### src/rtl/pc_sequencer_if.sv
`default_nettype none
// ============================================================================
//  Module   : pc_sequencer_if
//  Purpose  : Bundles the sequencer's control-unit, PC and instruction-memory
//             signals. The slave modport is the sequencer view; the master
//             modport is the view of the surrounding control unit, PC and
//             memory.
//  Revision : 1.0 - initial release
// ============================================================================
interface pc_sequencer_if;
    logic [7:0] Pc_atual;
    logic [7:0] Proximo_pc;
    logic       Mem_req;
    logic       Mem_ack;
    logic       Fetch_valid;
    logic       Exec_done;
    logic       Stall;
    logic       Branch_taken;
    logic [7:0] Branch_offset;
    logic       Jump;
    logic [7:0] Jump_addr;
    logic       Halt;
    logic       Call;
    logic       Ret;
    logic [2:0] Estado;
    logic       Erro;

    modport master (
        output Pc_atual, Mem_ack, Exec_done, Stall, Branch_taken,
               Branch_offset, Jump, Jump_addr, Halt, Call, Ret,
        input  Proximo_pc, Mem_req, Fetch_valid, Estado, Erro
    );

    modport slave (
        input  Pc_atual, Mem_ack, Exec_done, Stall, Branch_taken,
               Branch_offset, Jump, Jump_addr, Halt, Call, Ret,
        output Proximo_pc, Mem_req, Fetch_valid, Estado, Erro
    );
endinterface
`default_nettype wire

### src/rtl/pc_sequencer.sv
`default_nettype none
// ============================================================================
//  Module   : pc_sequencer
//  Purpose  : Control FSM sequencing an 8-bit PC through fetch, execute and
//             update phases, with instruction-memory handshake, fetch timeout
//             and next-PC selection (halt / jump / branch / sequential).
//  Options  : PC_SEQUENCER_CALL_STACK_EN adds a STACK_DEPTH-entry return
//             address stack driven by Call/Ret. Without it Call/Ret are
//             ignored and no stack storage exists.
//  Revision : 1.0 - initial release
// ============================================================================
module pc_sequencer #(
    parameter logic [7:0] RESET_VECTOR = 8'h00,
    parameter int         MEM_TIMEOUT  = 15,
    parameter int         STACK_DEPTH  = 4
) (
    input  wire logic     Clock,
    input  wire logic     Reset_n,
    pc_sequencer_if.slave bus
);

    typedef enum logic [2:0] {
        S_IDLE   = 3'd0,
        S_FETCH  = 3'd1,
        S_EXEC   = 3'd2,
        S_UPDATE = 3'd3,
        S_HALT   = 3'd4
    } state_t;

    // Last counter value before the timeout fires (counter starts at 0).
    localparam logic [7:0] C_TMO_LAST = 8'(MEM_TIMEOUT - 1);

    state_t     r_state, w_state_nxt;
    logic [7:0] r_pc, w_pc_nxt;
    logic       r_req, w_req_nxt;
    logic       r_fv, w_fv_nxt;
    logic       r_erro, w_erro_nxt;
    logic [7:0] r_cnt, w_cnt_nxt;

`ifdef PC_SEQUENCER_CALL_STACK_EN
    localparam int SPW  = $clog2(STACK_DEPTH + 1);
    localparam int IDXW = (STACK_DEPTH > 1) ? $clog2(STACK_DEPTH) : 1;
    localparam logic [SPW-1:0] C_SP_FULL = SPW'(STACK_DEPTH);

    logic [7:0]     r_stack [STACK_DEPTH];
    logic [SPW-1:0] r_sp;
    logic           w_push, w_pop;
    logic [IDXW-1:0] w_top_idx, w_wr_idx;

    assign w_top_idx = IDXW'(r_sp - SPW'(1));
    assign w_wr_idx  = IDXW'(r_sp);
`else
    logic w_unused_call_ret;
    assign w_unused_call_ret = bus.Call | bus.Ret;
`endif

    // State and registered outputs; reset forces everything back at once.
    always_ff @(posedge Clock or negedge Reset_n) begin
        if (!Reset_n) begin
            r_state <= S_IDLE;
            r_pc    <= RESET_VECTOR;
            r_req   <= 1'b0;
            r_fv    <= 1'b0;
            r_erro  <= 1'b0;
            r_cnt   <= 8'd0;
        end else begin
            r_state <= w_state_nxt;
            r_pc    <= w_pc_nxt;
            r_req   <= w_req_nxt;
            r_fv    <= w_fv_nxt;
            r_erro  <= w_erro_nxt;
            r_cnt   <= w_cnt_nxt;
        end
    end

`ifdef PC_SEQUENCER_CALL_STACK_EN
    // Stack pointer moves on accepted pushes/pops only.
    always_ff @(posedge Clock or negedge Reset_n) begin
        if (!Reset_n)
            r_sp <= '0;
        else if (w_push)
            r_sp <= r_sp + SPW'(1);
        else if (w_pop)
            r_sp <= r_sp - SPW'(1);
    end

    // Return-address storage needs no reset; the pointer guards it.
    always_ff @(posedge Clock) begin
        if (w_push)
            r_stack[w_wr_idx] <= 8'(bus.Pc_atual + 8'd1);
    end
`endif

    // Next-state and next-output selection; Stall freezes the active phases.
    always_comb begin
        w_state_nxt = r_state;
        w_pc_nxt    = r_pc;
        w_req_nxt   = r_req;
        w_fv_nxt    = 1'b0;
        w_erro_nxt  = r_erro;
        w_cnt_nxt   = r_cnt;
`ifdef PC_SEQUENCER_CALL_STACK_EN
        w_push      = 1'b0;
        w_pop       = 1'b0;
`endif
        case (r_state)
            S_IDLE: begin
                // Vector is already on Proximo_pc, so the PC has loaded it
                // by the time the first fetch is issued.
                w_pc_nxt    = RESET_VECTOR;
                w_cnt_nxt   = 8'd0;
                w_req_nxt   = 1'b1;
                w_state_nxt = S_FETCH;
            end
            S_FETCH: begin
                if (!bus.Stall) begin
                    if (bus.Mem_ack) begin
                        w_req_nxt   = 1'b0;
                        w_fv_nxt    = 1'b1;
                        w_cnt_nxt   = 8'd0;
                        w_state_nxt = S_EXEC;
                    end else if (r_cnt == C_TMO_LAST) begin
                        w_req_nxt   = 1'b0;
                        w_erro_nxt  = 1'b1;
                        w_state_nxt = S_HALT;
                    end else begin
                        w_cnt_nxt   = r_cnt + 8'd1;
                    end
                end
            end
            S_EXEC: begin
                if (!bus.Stall && bus.Exec_done)
                    w_state_nxt = S_UPDATE;
            end
            S_UPDATE: begin
                if (!bus.Stall) begin
                    w_state_nxt = S_FETCH;
                    w_req_nxt   = 1'b1;
                    if (bus.Halt) begin
                        w_pc_nxt    = bus.Pc_atual;
                        w_req_nxt   = 1'b0;
                        w_state_nxt = S_HALT;
                    end
`ifdef PC_SEQUENCER_CALL_STACK_EN
                    else if (bus.Call) begin
                        if (r_sp == C_SP_FULL) begin
                            w_erro_nxt  = 1'b1;
                            w_req_nxt   = 1'b0;
                            w_state_nxt = S_HALT;
                        end else begin
                            w_push   = 1'b1;
                            w_pc_nxt = bus.Jump_addr;
                        end
                    end else if (bus.Ret) begin
                        if (r_sp == '0) begin
                            w_erro_nxt  = 1'b1;
                            w_req_nxt   = 1'b0;
                            w_state_nxt = S_HALT;
                        end else begin
                            w_pop    = 1'b1;
                            w_pc_nxt = r_stack[w_top_idx];
                        end
                    end
`endif
                    else if (bus.Jump)
                        w_pc_nxt = bus.Jump_addr;
                    else if (bus.Branch_taken)
                        // 8-bit add of the two's-complement offset equals the
                        // sign-extended add taken modulo 256.
                        w_pc_nxt = bus.Pc_atual + bus.Branch_offset;
                    else
                        w_pc_nxt = bus.Pc_atual + 8'd1;
                end
            end
            S_HALT: begin
                w_req_nxt = 1'b0;
            end
            default: begin
                w_req_nxt   = 1'b0;
                w_state_nxt = S_IDLE;
            end
        endcase
    end

    assign bus.Proximo_pc  = r_pc;
    assign bus.Mem_req     = r_req;
    assign bus.Fetch_valid = r_fv;
    assign bus.Erro        = r_erro;
    assign bus.Estado      = r_state;

endmodule
`default_nettype wire

### src/flat_wrapper.sv
// flat-port wrapper written by rule: the top's interface ports become plain ports
module pc_sequencer_flat 
#(
    parameter logic [7:0] RESET_VECTOR = 8'h00,
    parameter int         MEM_TIMEOUT  = 15,
    parameter int         STACK_DEPTH  = 4
)
  (Clock, Reset_n, bus_Pc_atual, bus_Mem_ack, bus_Exec_done, bus_Stall, bus_Branch_taken, bus_Branch_offset, bus_Jump, bus_Jump_addr, bus_Halt, bus_Call, bus_Ret, bus_Proximo_pc, bus_Mem_req, bus_Fetch_valid, bus_Estado, bus_Erro);
  pc_sequencer_if bus_i ();
  input  wire logic Clock;
  input  wire logic Reset_n;
  input wire logic [$bits(bus_i.Pc_atual)-1:0] bus_Pc_atual;
  input wire logic [$bits(bus_i.Mem_ack)-1:0] bus_Mem_ack;
  input wire logic [$bits(bus_i.Exec_done)-1:0] bus_Exec_done;
  input wire logic [$bits(bus_i.Stall)-1:0] bus_Stall;
  input wire logic [$bits(bus_i.Branch_taken)-1:0] bus_Branch_taken;
  input wire logic [$bits(bus_i.Branch_offset)-1:0] bus_Branch_offset;
  input wire logic [$bits(bus_i.Jump)-1:0] bus_Jump;
  input wire logic [$bits(bus_i.Jump_addr)-1:0] bus_Jump_addr;
  input wire logic [$bits(bus_i.Halt)-1:0] bus_Halt;
  input wire logic [$bits(bus_i.Call)-1:0] bus_Call;
  input wire logic [$bits(bus_i.Ret)-1:0] bus_Ret;
  output wire logic [$bits(bus_i.Proximo_pc)-1:0] bus_Proximo_pc;
  output wire logic [$bits(bus_i.Mem_req)-1:0] bus_Mem_req;
  output wire logic [$bits(bus_i.Fetch_valid)-1:0] bus_Fetch_valid;
  output wire logic [$bits(bus_i.Estado)-1:0] bus_Estado;
  output wire logic [$bits(bus_i.Erro)-1:0] bus_Erro;
  assign bus_i.Pc_atual = bus_Pc_atual;
  assign bus_i.Mem_ack = bus_Mem_ack;
  assign bus_i.Exec_done = bus_Exec_done;
  assign bus_i.Stall = bus_Stall;
  assign bus_i.Branch_taken = bus_Branch_taken;
  assign bus_i.Branch_offset = bus_Branch_offset;
  assign bus_i.Jump = bus_Jump;
  assign bus_i.Jump_addr = bus_Jump_addr;
  assign bus_i.Halt = bus_Halt;
  assign bus_i.Call = bus_Call;
  assign bus_i.Ret = bus_Ret;
  assign bus_Proximo_pc = bus_i.Proximo_pc;
  assign bus_Mem_req = bus_i.Mem_req;
  assign bus_Fetch_valid = bus_i.Fetch_valid;
  assign bus_Estado = bus_i.Estado;
  assign bus_Erro = bus_i.Erro;
  pc_sequencer #(.RESET_VECTOR(RESET_VECTOR), .MEM_TIMEOUT(MEM_TIMEOUT), .STACK_DEPTH(STACK_DEPTH)) u_core (.Clock(Clock), .Reset_n(Reset_n), .bus(bus_i));
endmodule
### config.mk
export PLATFORM = sky130hd
export DESIGN_NAME = pc_sequencer_flat
export DESIGN_NICKNAME = d
export VERILOG_FILES = /design/src/rtl/pc_sequencer_if.sv /design/src/rtl/pc_sequencer.sv /design/src/flat_wrapper.sv
export SDC_FILE = /design/constraint.sdc
export NUM_CORES = 1
export LEC_CHECK = 0
export BUFFER_PORTS_ARGS = -buffer_cell sky130_fd_sc_hd__buf_2
export CAP_MARGIN = 30
export CORE_ASPECT_RATIO = 1.2
export CORE_MARGIN = 10
export CORE_UTILIZATION = 46
export DETAILED_ROUTE_END_ITERATION = 12
export GPL_TIMING_DRIVEN = 0
export PLACE_DENSITY_LB_ADDON = 0.08
export SLEW_MARGIN = 0
export SYNTH_ARGS = -nofsm -noshare
export SYNTH_HDL_FRONTEND = slang
export SYNTH_SLANG_ARGS = --single-unit
export TNS_END_PERCENT = 5
### constraint.sdc
create_clock -name Clock -period 2.1 [get_ports Clock]
set_clock_uncertainty 0.05 [all_clocks]
set_input_delay 0.315 -clock Clock [delete_from_list [all_inputs] [get_ports Clock]]
set_output_delay 0.315 -clock Clock [all_outputs]
set_load 0.005 [all_outputs]
; Yosys cells after proc, flatten, opt, wreduce, memory -nomap -nowiden
; Index checks and enable logic that the tools add are counted.
[op_classes]
n_addsub = 3
n_mul = 0
n_div = 0
order_cmp = 0
n_eq_ne = 10
shifts = 0
n_mux = 25
n_bitwise = 4
reduce_logical = 10
[op_table]
columns = op, n
row1 = two-way mux 8 bit, 7
row2 = one-hot mux 8 bit (2 select lines), 2
row3 = two-way mux 3 bit, 6
row4 = adder 8 x 1 -> 8 bit (second input constant), 2
row5 = one-hot mux 3 bit (5 select lines), 1
row6 = adder 8 bit, 1
row7 = == test 8 x 4 -> 1 bit (second input constant), 1
row8 = two-way mux 1 bit, 8
row9 = AND reduction 4 bit, 2
row10 = == test 3 x 2 -> 1 bit (second input constant), 2
row11 = AND reduction 5 bit, 1
row12 = != test 2 bit (second input constant), 2
row13 = NOT 1 bit, 4
row14 = one-hot mux 1 bit (4 select lines), 1
row15 = nonzero test 2 bit, 2
row16 = == test 3 x 1 -> 1 bit (second input constant), 1
row17 = == test 3 bit (second input constant), 1
row18 = zero test 3 bit, 1
row19 = != test 3 x 2 -> 1 bit (second input constant), 1
row20 = != test 3 bit (second input constant), 1
row21 = AND reduction 3 bit, 1
row22 = != test 2 x 1 -> 1 bit (second input constant), 1
row23 = AND reduction 2 bit, 1
row24 = logical AND 1 bit, 1
row25 = zero test 1 bit, 1
[word_totals]
ff_bits = 22
latch_bits = 0
mem_bits_rw = 0
romBits = 0
in_bits = 34
output_inout_bits = 14
elab_cells = 58
n_memories = 0

; Logic depth before layout (Yosys ltp)
[depth]
ltp_word = 6
ltp_mapped = 8
depth_no_buf = 8

; Least setup slack after synthesis
; Ideal clock, no wire load.
[synth_timing]
path_type = reg2reg
startpoint = reg u_core.r_state[1] (netlist: u_core.bus.Estado[1])
endpoint = reg u_core.r_state[2] (netlist: u_core.bus.Estado[2])
setup_ps = 128
arrival_ps = 1776
t_required_ps = 1922
path_slack_ps = 147
stages_incl_launch_ff = 8
path_buffers = 2
synth_period_minus_slack_ps = 1953
path_cell_list = dfrtp_1 > buf_6 > or4b_4 > buf_6 > a21oi_4 > a31oi_4 > o21ai_2 > mux2_1
[synth_via]
elab_chain_len = 3
word_cells_on_any_way = 12
classes_between = 8 x eq/ne / 1 x mux / 1 x bitwise / 2 x reduce/logical
[synth_lines]
columns = item, line
row1 = "start, declared", pc_sequencer.sv:33  ; state_t r_state, w_state_nxt;
row2 = "start signal, assigned", pc_sequencer.sv:67  ; r_state <= w_state_nxt;
row3 = == test 3 x 1 -> 1 bit (tied with other cells), pc_sequencer.sv:106  ; case (r_state)
row4 = != test 3 x 2 -> 1 bit (no line) (tied with other cells), --
row5 = AND reduction 5 bit (no line), --
; Several ways; a longest one is shown, not always the timed one.
; A chain may end at the register's enable or synchronous reset.

; Worst setup path in the final report
; Same ends and word-level chain as after synthesis.

==> metrics.yaml <==
outcome: "completed"
dr.max_layer_used: "met4"
async_reset_ff_share_pct: 100
cp-startpoint: "u_core.bus.Estado[1]"
ys_seq_area_share_pct: 34.0
route.detailed.drc: 0
post_cts_buffers: 0
cp-start-kind: "flop"
fp-row-count: 23
hold_viol_final: 0
via_per_inst: 5.60
clk_latency_ns: 0.26
n_antenna_cell: 0
avgSynthCellArea_um2: 8.74
syn_nets: 229
cts.clk_slew.worst_paths_ns: 0.08
synth_compound_area_share_pct: 23.1
area_delta_synth_final_pct: 21.2
end_kind: "flop"
reg2reg_to: "u_core.bus.Estado[2]"
timing.final.ws_setup_ns: 0.0656
track_usage_pct: 13.5
die_y_um: 85.0
initial_core_util_pct: 48.0
synthCells: 185
grt_max_degree: 23
final_area_um2: 1960
synth_xor_area_share_pct: 2.17
grt_pass1_wl_mm: 7.10
post_drt_wl_per_cell_um: 15.2
worstMarginPinSlew_ns: 0.491
totalPowerFinal_mw: 1.97
power_density_nw_per_um2: 1000
cp_common_cell: "buf_6"
crit_type: "flop to flop"
synth_seq_cells: 22
io_buffers: 45
p_leak_nw: 0.953
yosysWarnings: 0
syn_area_um2: 1620
cp.arrival_ns: 2.13
relSlewSlack_pct: 67.3
worst-path-buf-inv: 2
final_common_cell: "buf_2"
cts_sinks: 22
fin_crit_ns: 2.03
slowest_stage: "or4b_4"
synth_top_family_by_area: "compound AO/OA/AOI/OAI gates"
firstDrtPassIters: 6
place_congestion: 0.851
met2_length_mm: 2.10
max-vdd-ir-drop_mv: 0.794
period_share_pct: 96.9
tritoncts: "yes"
die_w_um: 74.1
grt_pass1_vias: 1631
cts_buffers: 3
worstSetupPathDepth: 7
r2r_start: "u_core.bus.Estado[1]"
ios: 48
finalWirelength_mm: 4.12
core_area_um2: 3370
critPathCapture: "u_core.bus.Estado[2]"
synth_fa_ha_area_share_pct: 8.20
worst-r2r-cell-count: 7
cts-root-buf: "clkbuf_8"
rsz0062_at_grt: "true"
cp_top_family: "simple AND/OR/NAND/NOR gates"
cts.htree.levels: 1
synth-simple-area-share_pct: 23.1
place_ws_ns: -0.147
setup_viol_count_final: 0
dieArea_um2: 6300
antenna_found_initial: 0
cts_buffer_depth: 2
hpwl_mm: 3.37
synth_cell_types: 44
cp.required_ns: 2.20
synth_flop_cell: "dfrtp_1"
ant_nets: 0
fillCellCount: 327
layout-drive-gt1-share_pct: 26.5
max_freq_ghz: 0.492
grt-ovfl-total: 0
crit_chain: "buf_6 > or4b_4 > buf_6 > a21oi_4 > a31oi_4 > o21ai_2 > mux2_4"
layout_common_cells: "buf_2, dfrtp_1, nor2_1"
r2r_slack_ns: 0.07
slowest_delay_ns: 0.53
via_count: 1518
cp_max_fo: 9
drt_iter0_drc: 87
muxShareOfSynthArea_pct: 5.03
dpl-instance-area_um2: 1890
drv_cap: 0
wl_met1_mm: 1.72
holdCritPathClass: "input pin to flop"
nets: 280
met3_length_um: 208
synth_edf_count: 0
drv_slew: 0
holdWs_ns: 0.264
through the flow:
stage          utilization, %  TNS (ns)  std cells
6_report                 58.2         0        271
3_3_place_gp             56.1    -0.102        267
2_1_floorplan               -         0        185
4_1_cts                  57.6         0        271
3_5_place_dp             56.1    -0.201        267
5_1_grt                  58.2  -0.00655        271
routing by layer:
metal  vias to the layer above  GRT usage [%]
met4                         0           6.11
met1                       698           14.8
met5                         -              0
li1                        770              -
met3                         7           2.91
met2                        43           23.6
worst min-delay path by stage:
stage | slack, ns | cells past startpoint | from | to
CTS | 0.26 | 3 | bus_Mem_ack | u_core.bus.Fetch_valid
detailed placement | 0.26 | 1 | Reset_n | u_core.bus.Fetch_valid
global route | 0.27 | 3 | bus_Pc_atual[5] | u_core.bus.Proximo_pc[5]
floorplan | -0.03 | 0 | Reset_n | u_core.bus.Erro
finish | 0.26 | 3 | bus_Mem_ack | u_core.bus.Fetch_valid
global placement | 0.25 | 1 | Reset_n | u_core.bus.Estado[1]
sequential cells by signal (all words and copies together) (netlist names):
signal and cells:
u_core.bus.Mem_req 1, u_core.bus.Fetch_valid 1, u_core.bus.Erro 1, u_core.bus.Proximo_pc 8, u_core.r_cnt 8, u_core.bus.Estado 3
worst reg2reg max path, delay by kind of cell, from the launching register on:
family,cells,cell delay [ns]
compound gates,3,0.35
buf+inv,2,0.29
simple gates,1,0.53
mux,1,0.30
flops,1,0.40
cell type report:
| class | count | area, um2 | share of cell area (%) |
|---|---|---|---|
| plain buffers | 8 | 50.0 | 2.55 |
| clock buffers | 3 | 41.3 | 2.11 |
| inverters | 6 | 22.5 | 1.15 |
| multi-input cells | 149 | 1010 | 51.8 |
| flip-flops and latches | 22 | 551 | 28.1 |
| well taps | 37 | 46.3 | 2.36 |
| repair buffers | 46 | 235 | 12.0 |
power breakdown:
group          switching, mW  total [mW]  internal (mW)
logic                  0.606        1.08          0.475
registers             0.0727       0.629          0.556
clock network          0.131       0.259          0.128
cell usage after synthesis (all sizes together), types with 2 or more instances:
master / n / area [um2]
a21oi: 14 / 81.3
mux2i: 7 / 70.1
ha: 9 / 113
nand2b: 2 / 12.5
and2: 7 / 43.8
o31ai: 2 / 15.0
and3: 6 / 37.5
nand2: 18 / 67.6
xor2: 2 / 17.5
buf: 4 / 32.5
dfrtp: 22 / 551
nand3b: 4 / 30.0
clkbuf: 4 / 15.0
o21ai: 15 / 78.8
a21o: 3 / 22.5
nand3: 8 / 40.0
nor3: 2 / 10.0
nor2: 20 / 75.1
a211oi: 4 / 35.0
o21bai: 2 / 15.0
a32oi: 2 / 17.5
a31oi: 4 / 40.0
inv: 6 / 22.5
nor2b: 2 / 12.5
xnor2: 2 / 17.5
a22oi: 2 / 15.0
cells by family (layout without fill, tap and decap cells):
logic type | Yosys count | in the layout
compound gates | 54 | 54
xor+xnor | 4 | 4
fa+ha+maj | 10 | 10
buf+inv | 14 | 63
flops | 22 | 22
mux | 8 | 8
simple gates | 73 | 73
repair_timing:
action / in CTS / in global routing
resized for setup: 0 / 4
hold buffers: 1 / 0
hold endpoints to repair: 22 / 0
setup endpoints to repair: 0 / 9
Power figures use the tool's default switching activity.
